[config.mk]
export PLATFORM = sky130hd
export DESIGN_NAME = dff_serial_rx
export DESIGN_NICKNAME = d
export VERILOG_FILES = /design/src/rtl/dff_serial_rx.sv
export SDC_FILE = /design/constraint.sdc
export NUM_CORES = 1
export LEC_CHECK = 0
export BUFFER_PORTS_ARGS = -buffer_cell sky130_fd_sc_hd__buf_2
export CORE_MARGIN = 2
export CORE_UTILIZATION = 49
export DETAILED_ROUTE_END_ITERATION = 10
export PLACE_DENSITY_LB_ADDON = 0.2
export SETUP_SLACK_MARGIN = 0.2
export SYNTH_ARGS = -nofsm -noshare
export SYNTH_HDL_FRONTEND = slang
export SYNTH_SLANG_ARGS = --single-unit
[constraint.sdc]
create_clock -name clk -period 1.4 [get_ports clk]
set_input_delay 0.28 -clock clk [delete_from_list [all_inputs] [get_ports clk]]
set_output_delay 0.28 -clock clk [all_outputs]
set_load 0.01 [all_outputs]
[src/rtl/dff_serial_rx.sv]
// Serial frame receiver: synchronizes a one-bit line, deframes start/data/[parity]/stop
// at one bit per clock, and hands good words to a one-entry valid/ready holding register.
module dff_serial_rx #(
    parameter int DATA_W      = 8,
    parameter int PARITY_EN   = 0,
    parameter int SYNC_STAGES = 2
) (
    input  logic              clk,
    input  logic              rst,
    input  logic              in,
    output logic [DATA_W-1:0] out_data,
    output logic              out_valid,
    input  logic              out_ready,
    output logic              busy,
    output logic              frame_err,
    output logic              parity_err,
    output logic              overrun
);
    localparam int CNT_W = (DATA_W > 1) ? $clog2(DATA_W) : 1;
    localparam logic [CNT_W-1:0] LAST_BIT = CNT_W'(DATA_W - 1);

    typedef enum logic [2:0] {IDLE, DATA, PARITY, STOP, WAIT_IDLE} state_t;

    state_t                 state_q, state_d;
    logic [SYNC_STAGES-1:0] sync_q, sync_d;
    logic [CNT_W-1:0]       bit_cnt_q, bit_cnt_d;
    logic [DATA_W-1:0]      shift_q, shift_d;
    logic                   p_bit_q, p_bit_d;
    logic [DATA_W-1:0]      out_data_q, out_data_d;
    logic                   out_valid_q, out_valid_d;
    logic                   frame_err_q, frame_err_d;
    logic                   parity_err_q, parity_err_d;
    logic                   overrun_q, overrun_d;
    logic                   s;
    logic                   parity_ok;
    logic                   frame_good;

    assign s         = sync_q[SYNC_STAGES-1];
    assign sync_d    = {sync_q[SYNC_STAGES-2:0], in};
    assign parity_ok = (PARITY_EN == 0) || ((^shift_q ^ p_bit_q) == 1'b0);

    always_comb begin
        state_d      = state_q;
        bit_cnt_d    = bit_cnt_q;
        shift_d      = shift_q;
        p_bit_d      = p_bit_q;
        frame_err_d  = 1'b0;
        parity_err_d = 1'b0;
        frame_good   = 1'b0;
        unique case (state_q)
            IDLE: begin
                if (!s) begin
                    state_d   = DATA;
                    bit_cnt_d = '0;
                end
            end
            DATA: begin
                shift_d[bit_cnt_q] = s;
                bit_cnt_d          = bit_cnt_q + CNT_W'(1);
                if (bit_cnt_q == LAST_BIT) begin
                    state_d = (PARITY_EN != 0) ? PARITY : STOP;
                end
            end
            PARITY: begin
                p_bit_d = s;
                state_d = STOP;
            end
            STOP: begin
                // A broken stop bit outranks a parity mismatch.
                if (!s) begin
                    frame_err_d = 1'b1;
                    state_d     = WAIT_IDLE;
                end else if (!parity_ok) begin
                    parity_err_d = 1'b1;
                    state_d      = IDLE;
                end else begin
                    frame_good = 1'b1;
                    state_d    = IDLE;
                end
            end
            WAIT_IDLE: begin
                if (s) begin
                    state_d = IDLE;
                end
            end
            default: state_d = IDLE;
        endcase
    end

    // One-entry holding register; a full register only accepts a new word if it drains this edge.
    always_comb begin
        out_data_d  = out_data_q;
        out_valid_d = out_valid_q;
        overrun_d   = 1'b0;
        if (frame_good) begin
            if (!out_valid_q || out_ready) begin
                out_data_d  = shift_q;
                out_valid_d = 1'b1;
            end else begin
                overrun_d = 1'b1;
            end
        end else if (out_valid_q && out_ready) begin
            out_valid_d = 1'b0;
        end
    end

    always_ff @(posedge clk or posedge rst) begin
        if (rst) begin
            state_q      <= IDLE;
            sync_q       <= '1;
            bit_cnt_q    <= '0;
            shift_q      <= '0;
            p_bit_q      <= 1'b0;
            out_data_q   <= '0;
            out_valid_q  <= 1'b0;
            frame_err_q  <= 1'b0;
            parity_err_q <= 1'b0;
            overrun_q    <= 1'b0;
        end else begin
            state_q      <= state_d;
            sync_q       <= sync_d;
            bit_cnt_q    <= bit_cnt_d;
            shift_q      <= shift_d;
            p_bit_q      <= p_bit_d;
            out_data_q   <= out_data_d;
            out_valid_q  <= out_valid_d;
            frame_err_q  <= frame_err_d;
            parity_err_q <= parity_err_d;
            overrun_q    <= overrun_d;
        end
    end

    assign out_data   = out_data_q;
    assign out_valid  = out_valid_q;
    assign busy       = (state_q != IDLE);
    assign frame_err  = frame_err_q;
    assign parity_err = parity_err_q;
    assign overrun    = overrun_q;
endmodule

=== Yosys cells after proc, flatten, opt, wreduce, memory -nomap -nowiden ===
Cells that the tools add are included.

* Register bits: 27
* ROM bits: 0
* Output and inout port bits: 13
* Word-level logic and storage cells: 51
* Memories kept: 0
* Input bits: 4
* Bits in latches: 0
* Memory bits (writable): 0

* Mux-type cells: 19
* Reduce and logical (&&, ||, !) cells: 12
* Bitwise gates (word level): 0
* Add/sub/neg operators: 1
* Multipliers: 0
* Shift-type cells: 0
* $lt $le $gt $ge: 2
* Eq/ne operators: 9
* Divide/modulo/power cells: 0

{| class="wikitable"
|+ Operator list
! kind !! number
|-
| 3-bit 2-to-1 mux || 5
|-
| 3-bit case mux with 5 select lines || 1
|-
| 1-bit 2-to-1 mux || 10
|-
| 8-bit bitwise mux || 1
|-
| 3-bit by 2-bit equality test with 1-bit output, second input constant || 2
|-
| 3-bit equality test, second input constant || 2
|-
| 2-bit inequality test, second input constant || 3
|-
| 3-bit case mux with 2 select lines || 1
|-
| 2-bit AND reduction || 3
|-
| 3-bit by 4-bit less-than comparator with 1-bit output, second input constant || 1
|-
| 2-bit nonzero test || 2
|-
| 3-bit by 1-bit adder with 3-bit output, second input constant || 1
|-
| 1-bit demux with 3-bit select || 1
|-
| 3-bit by 1-bit equality test with 1-bit output, second input constant || 1
|-
| 3-bit by 1-bit >= comparator with 1-bit output, second input constant || 1
|-
| 3-bit logical NOT || 1
|-
| 3-bit AND reduction || 1
|-
| 3-bit nonzero test || 1
|-
| 1-bit logical AND || 2
|-
| 2-bit by 1-bit inequality test with 1-bit output, second input constant || 1
|-
| 1-bit logical NOT || 1
|-
| 1-bit logical OR || 1
|}

=== Logic depth before layout (Yosys ltp) ===
Gate-level depths: netlist of the first run.

* Depth after elaboration: 5
* Gate-level depth with buffers: 5
* Depth with buffers taken out: 5

=== Worst setup path after synthesis of the first run ===
OpenSTA, ideal clock, no wires.

* Kind: reg-to-reg
* Start: reg state_q[2]
* End: reg out_data_q[0], in the netlist out_data[0]
* Path buffers: 1
* Setup time: 0.125 ns
* Slack: 0.006 ns
* Clock period less this slack: 1.394 ns
* Required time: 1.275 ns
* Data arrival time: 1.269 ns
* Cell stages (with the launch flop): 5
* Cells stage by stage: dfrtp_1 nand4b_1 nor2b_1 buf_6 mux2_4

* Cells in the longest elaborated chain, start to end: 3

{| class="wikitable"
|+ RTL lines
! element !! RTL line !! text
|-
| from (decl) || 24 || <nowiki>state_t state_q, state_d;</nowiki>
|-
| from (signal assigned) || 120 || <nowiki>state_q <= state_d;</nowiki>
|-
| 3-bit by 2-bit equality test with 1-bit output || 50 || <nowiki>unique case (state_q)</nowiki>
|-
| 1-bit 2-to-1 mux || 50 ||
|-
| 2-bit AND reduction (no line) || - ||
|-
| to (signal assigned) || 125 || <nowiki>out_data_q <= out_data_d;</nowiki>
|-
| to (decl) || 29 || <nowiki>logic [DATA_W-1:0] out_data_q, out_data_d;</nowiki>
|}

No other way between the ends.
A chain may end at the register's enable or synchronous reset.

=== Worst setup path after layout of the first run ===
* Start: reg state_q[1]
* End: reg shift_q[6]

* Cells in the longest elaborated chain, start to end: 1

{| class="wikitable"
|+ RTL lines
! element !! RTL line !! text
|-
| 3-bit by 1-bit equality test with 1-bit output || 50 ||
|-
| to (signal assigned) || 123 || <nowiki>shift_q <= shift_d;</nowiki>
|-
| to (decl) || 27 || <nowiki>logic [DATA_W-1:0] shift_q, shift_d;</nowiki>
|}

No other way between the ends.

==> results of run 1 <==
final cells by class:
| class | count | area [um^2] |
|---|---|---|
| Clock buffer | 4 | 26.3 |
| Fill cell | 174 | 717 |
| Inverter | 1 | 3.75 |
| Multi-Input combinational cell | 53 | 551 |
| Sequential cell | 27 | 684 |
| Tap cell | 28 | 35.0 |
| Timing Repair Buffer | 32 | 238 |
logic make-up (layout without fill, tap and decap cells):
kind of cell             count (synthesis)  in the layout  share of synthesized area
buffers and inverters                    6             37                     0.0380
adder cells (fa/ha/maj)                  2              2                     0.0211
flip-flops                              27             27                      0.572
multiplexers                            17             17                      0.190
other                                    1              1                    0.00316
AO/OA/AOI/OAI                            5              5                     0.0348
AND/OR/NAND/NOR                         28             28                      0.140
repair_timing:
item	4_1_cts	5_1_grt
endpoints found under the setup margin	21	25
hold buffers	1	0
hold endpoints to repair	25	0
gates resized for setup	11	23
pin swaps	5	8
buffers inserted	4	6
through the flow:
| step | setup slack (ps) | cell area, um^2 | setup TNS (ps) | hold slack, ps | util |
|---|---|---|---|---|---|
| 6_report | -149 | 1540 | -1550 | 41.4 | 0.682 |
| 4_1_cts | -143 | 1420 | -1770 | 27.7 | 0.629 |
| 2_1_floorplan | 23.2 | 1190 | 0 | 284 | - |
| 3_5_place_dp | -71.4 | 1300 | -708 | 347 | 0.578 |
| 5_1_grt | -184 | 1540 | -2270 | 14.6 | 0.682 |
| 3_3_place_gp | -44.9 | 1300 | -372 | 346 | 0.578 |
synth_stat cells:
cell type	number	area (um^2)
dfrtp_1	25	626
mux2_4	9	135
nand2_1	9	33.8
mux2_1	7	78.8
nor2_1	6	22.5
nor2b_1	3	18.8
a32o_1	2	20.0
buf_4	2	15.0
buf_6	2	22.5
dfstp_2	2	52.6
ha_1	2	25.0
nand2b_1	2	12.5
nand3_1	2	10.0
a211oi_1	1	7.51
a21o_2	1	8.76
a21oi_1	1	5.00
and4bb_1	1	12.5
clkbuf_1	1	3.75
conb_1	1	3.75
inv_1	1	3.75
mux2_2	1	11.3
nand3b_1	1	7.51
nand4b_1	1	8.76
nor4b_4	1	23.8
or3_2	1	7.51
or3b_1	1	8.76
report_power, final:
part           internal (mW)  leakage, nW  switching, mW
Sequential              1.11        0.322          0.251
Combinational          0.938        0.395          0.596
Clock                  0.111       0.0150          0.213
cell usage in the layout, fill, tap and decap left out, types with 2 or more instances in the layout:
master and n:
a32o_1 2, nand2b_1 2, dfrtp_1 20, ha_4 2
nor2b_1 3, nor2_2 2, clkbuf_4 3, dfstp_2 2
nand2_1 4, nand2_2 5, mux2_4 15, buf_6 8
nor2_1 3, buf_4 9, dfrtp_2 5, buf_2 14
path summary, 6_finish.rpt:
| path | slack [ps] | to | cells after the start |
|---|---|---|---|
| worst max-delay path | -150 | shift_q[6] | 4 |
| min in group asynchronous | 540 | out_data[0] | 4 |
| worst min register to register | 370 | sync_q[1] | 0 |
| max in group asynchronous | 560 | sync_q[0] | 4 |
| worst min-delay path | 40 | sync_q[0] | 1 |
| worst max register to register | -150 | shift_q[6] | 4 |
layer usage:
layer	wire length (um)	share of wire	up-vias
li1	-	-	355
met1	1080	0.47	392
met2	1130	0.49	14
met3	57	0.025	4
met4	37	0.016	0
met5	0	0	-
critical path: stages, from the launching register on:
cell and delay, ps:
dfrtp_2 440, buf_6 140, nor4b_4 390, nand3_1 150
mux2_4 330
flip-flops by register name, summed over array words and instances, names as in the netlist:
signal / count
shift_q: 8
out_valid: 1
overrun: 1
sync_q: 2
state_q: 3
bit_cnt_q: 3
frame_err: 1
out_data: 8
==> flow_summary.toml, run 1 <==
[logic_synthesis]
synth_nets = 92
synth.distinct_cells = 26
synth_area_per_cell_um2 = 13.8
ys_seq_elements = 27
netlist_instances = 86
syn_area_um2 = 1180
yosysWarningCount = 0
synth-seq-area-share = 0.572

[global_route]
antenna_found_initial = 0
grt_pass1_wl_mm = 3.43
grt.overflow.total = 0
grt_pass1_vias = 768
gr-usage-met3 = 0.0311
grt_use_total = 0.173
grt_start_max_net_pins = 28
top_usage_layer = "met2"
use_met1 = 0.222
grtUsageMet2 = 0.281

[clock_network]
cts_max_level = 1
clockBufferDepth = 2
clock_sinks = 27
clkLatencyLatePin_ps = 320
clk_transition_reported_paths_ps = 140
numCtsBuffers = 3
clockRootBuffer = "clkbuf_4"
cts_tree = "done"

[routing]
drc = 0
routed_via_density = 5.28
firstDrtPassIters = 4
drt-total-wl_mm = 2.31
drt-initial-drc-count = 5
route.vias.total = 765
ant_nets = 0
drt-wirelength-per-cell_um = 15.9

[critical_path]
arrival_ps = 1760
crit_fanout = 8
start_kind = "flop"
crit_path_end_kind = "flop"
crit_start = "state_q[1]"
critical_path_required_ps = 1610
r2r-start = "state_q[1]"
crit_type = "reg2reg"

[sta]
min_period_ps = 1550
slew_violations = 0
max_freq_mhz = 646
rsz0062_at_grt = "yes"
skew_ps = 8.91
final-setup-viol-count = 14
fin_crit_sh = 1.11
setup_slack_ps = -149
hold_viol = 0

[place]
place.gp.congestion = 0.691
hpwl_mm = 1.28
io_buffers = 15
dp.cells = 130

[outcome]
violations = "setup timing"
status = "finished with violations"

[floorplan]
die_area_um2 = 2830
io_pins = 17
core_um2 = 2250
dieHeight_um = 53.2
initial_core_util = 0.526
die_x_um = 53.2
fp-row-count = 17

[finish]
drive_above_1_share = 0.624
instances_no_fill = 145
n_antenna_cell = 0
nets = 124
area_growth_pct = 29.8

[power]
vdd_drop_max_uv = 1570
p_per_area_nw_per_um2 = 2090
power_mw = 3.21
p_leak_nw = 0.732

[hold_path]
worstHoldStart = "in"
hold_path.class = "in2reg"

[job]
cap_violations = 0
Note: power is estimated with default switching activity, not from simulation.
==> run 2: changes to the inputs <==
--- a/config.mk
+++ b/config.mk
@@ -6,11 +6,15 @@
 export NUM_CORES = 1
 export LEC_CHECK = 0
 export BUFFER_PORTS_ARGS = -buffer_cell sky130_fd_sc_hd__buf_2
+export CELL_PAD_IN_SITES_DETAIL_PLACEMENT = 1
+export CELL_PAD_IN_SITES_GLOBAL_PLACEMENT = 2
+export CORE_ASPECT_RATIO = 0.7
 export CORE_MARGIN = 2
-export CORE_UTILIZATION = 49
+export CORE_UTILIZATION = 34
 export DETAILED_ROUTE_END_ITERATION = 10
 export PLACE_DENSITY_LB_ADDON = 0.2
 export SETUP_SLACK_MARGIN = 0.2
+export SLEW_MARGIN = 20
 export SYNTH_ARGS = -nofsm -noshare
 export SYNTH_HDL_FRONTEND = slang
 export SYNTH_SLANG_ARGS = --single-unit
==> flow_summary.toml, run 2 (synthesized netlist as in run 1, its figures left out) <==
[outcome]
status = "finished with violations"
violations = "setup timing"

[critical_path]
critPathSlowestCell = "dfrtp_2"
cpPeakStageDelay_ps = 430
ff2ff_setup_slack_ps = -90
critical_path_required_ps = 1120
crit_path_end_kind = "primary output"
arrival_ps = 1220
start_kind = "flop"
cp_cell_sequence = "or3_4, buf_6"
crit_type = "reg2out"
crit_fanout = 3

[job]
cap_violations = 0

[clock_network]
clk_transition_reported_paths_ps = 90
numCtsBuffers = 3
clockRootBuffer = "clkbuf_8"
clock_sinks = 27
cts_max_level = 1
clockBufferDepth = 2
cts_tree = "done"
cts_hold_buffers = 0
clkLatencyLatePin_ps = 270

[routing]
route.vias.total = 767
firstDrtPassIters = 3
drc = 0
drt-initial-drc-count = 24
ant_nets = 0
drt-wirelength-per-cell_um = 15.4
routed_via_density = 4.46
drt-total-wl_mm = 2.65

[sta]
fin_setup_tns_ps = -1210
fin_crit_sh = 1.07
skew_ps = 2.52
max_freq_mhz = 668
rsz0062_at_grt = "yes"
slew_violations = 0
final-setup-viol-count = 17
hold_viol = 0
setup_slack_ps = -96.8
min_period_ps = 1500

[global_route]
antenna_found_initial = 0
grt_pass1_wl_mm = 4.19
grt.overflow.total = 0
grt_start_max_net_pins = 15
grt_use_total = 0.150
grt_pass1_vias = 818

[power]
power_switching_share = 0.332
clockPowerShare = 0.125
power_switching_mw = 1.17
power_frac_comb = 0.488
power_mw = 3.52
p_per_area_nw_per_um2 = 2110
p_int_mw = 2.35
p_leak_nw = 0.797
seq_power_share = 0.387
vdd_drop_max_uv = 854

[floorplan]
fp-row-count = 17
initial_core_util = 0.366
core_um2 = 3230
dieHeight_um = 53.4
die_area_um2 = 3980
io_pins = 17
die_x_um = 74.6

[place]
io_buffers = 15
hpwl_mm = 1.65
placed_cell_area_um2 = 1360
place.gp.congestion = 0.737
dp_slack_ps = -101

[finish]
drive_above_1_share = 0.688
multi_input_area_um2 = 566
seq_area_um2 = 684
layout_common_cells = "dfrtp_1, mux2_4, buf_2, buf_4, buf_6"
final_common_cell = "dfrtp_1"
nets = 132
fillers = 349
final_cell_area_um2 = 1670
n_antenna_cell = 0
area_growth_pct = 40.8

[hold_path]
hold_path.class = "in2async"
run 2: changes by cell type in the layout (fill, tap and decap cells not counted), sizes merged:
| cell | delta |
|---|---|
| buf | +9 |
| dlygate4sd3 | -1 |
run 2: cell type report:
type	instances	share of cell area
sequential	27	0.410
multi-input combinational	53	0.339
tap	47	0.0353
inverter	1	0.00225
timing repair buffer	40	0.186
clock buffer	4	0.0270
run 2: path summary, 6_finish.rpt:
path                       cells after the start           to  startpoint
setup reg to reg                               5  out_data[4]  state_q[2]
setup / recovery                               2         busy  state_q[1]
hold reg to reg                                0    sync_q[1]   sync_q[0]
max in group asynchronous                      3    sync_q[0]         rst
min in group clk                               1    sync_q[0]          in
hold / removal                                 3    frame_err         rst
run 2: routing by layer:
layer / wire [um] / vias up / track usage / part of all wire
li1: - / 367 / - / -
met4: 39 / 0 / 0.0536 / 0.015
met1: 1300 / 380 / 0.189 / 0.49
met3: 98 / 4 / 0.0533 / 0.037
met2: 1210 / 16 / 0.239 / 0.46
met5: 0 / - / 0 / 0
run 2: critical path: cells and delay by family, from the launching register on:
kind                   cells  cell delay, ps
DFF                        1             430
and+or+nand+nor            1             390
buffers and inverters      1             130
run 2: per-stage QoR:
step	utilization	instances	hold slack (ps)
final	0.516	172	7.96
after global routing	0.516	172	43.6
after detailed placement	0.420	153	307
after CTS	0.479	168	9.59
after floorplan	-	86	284
after global placement	0.420	153	309
run 2: repair_timing:
action                     in CTS  in global routing
pin swaps                       6                  8
setup endpoints to repair      22                 25
gates resized for setup        19                 24
buffers inserted               11                  4
hold endpoints to repair        0                  0
run 2: power by group through the flow:
stage	Combinational [mW]	Sequential (mW)	Clock (mW)
after floorplan	0.777	1.35	0
after CTS	1.44	1.34	0.462
after global placement	1.11	1.36	0
after detailed placement	1.15	1.37	0
final	1.72	1.36	0.440
after global routing	1.86	1.41	0.489
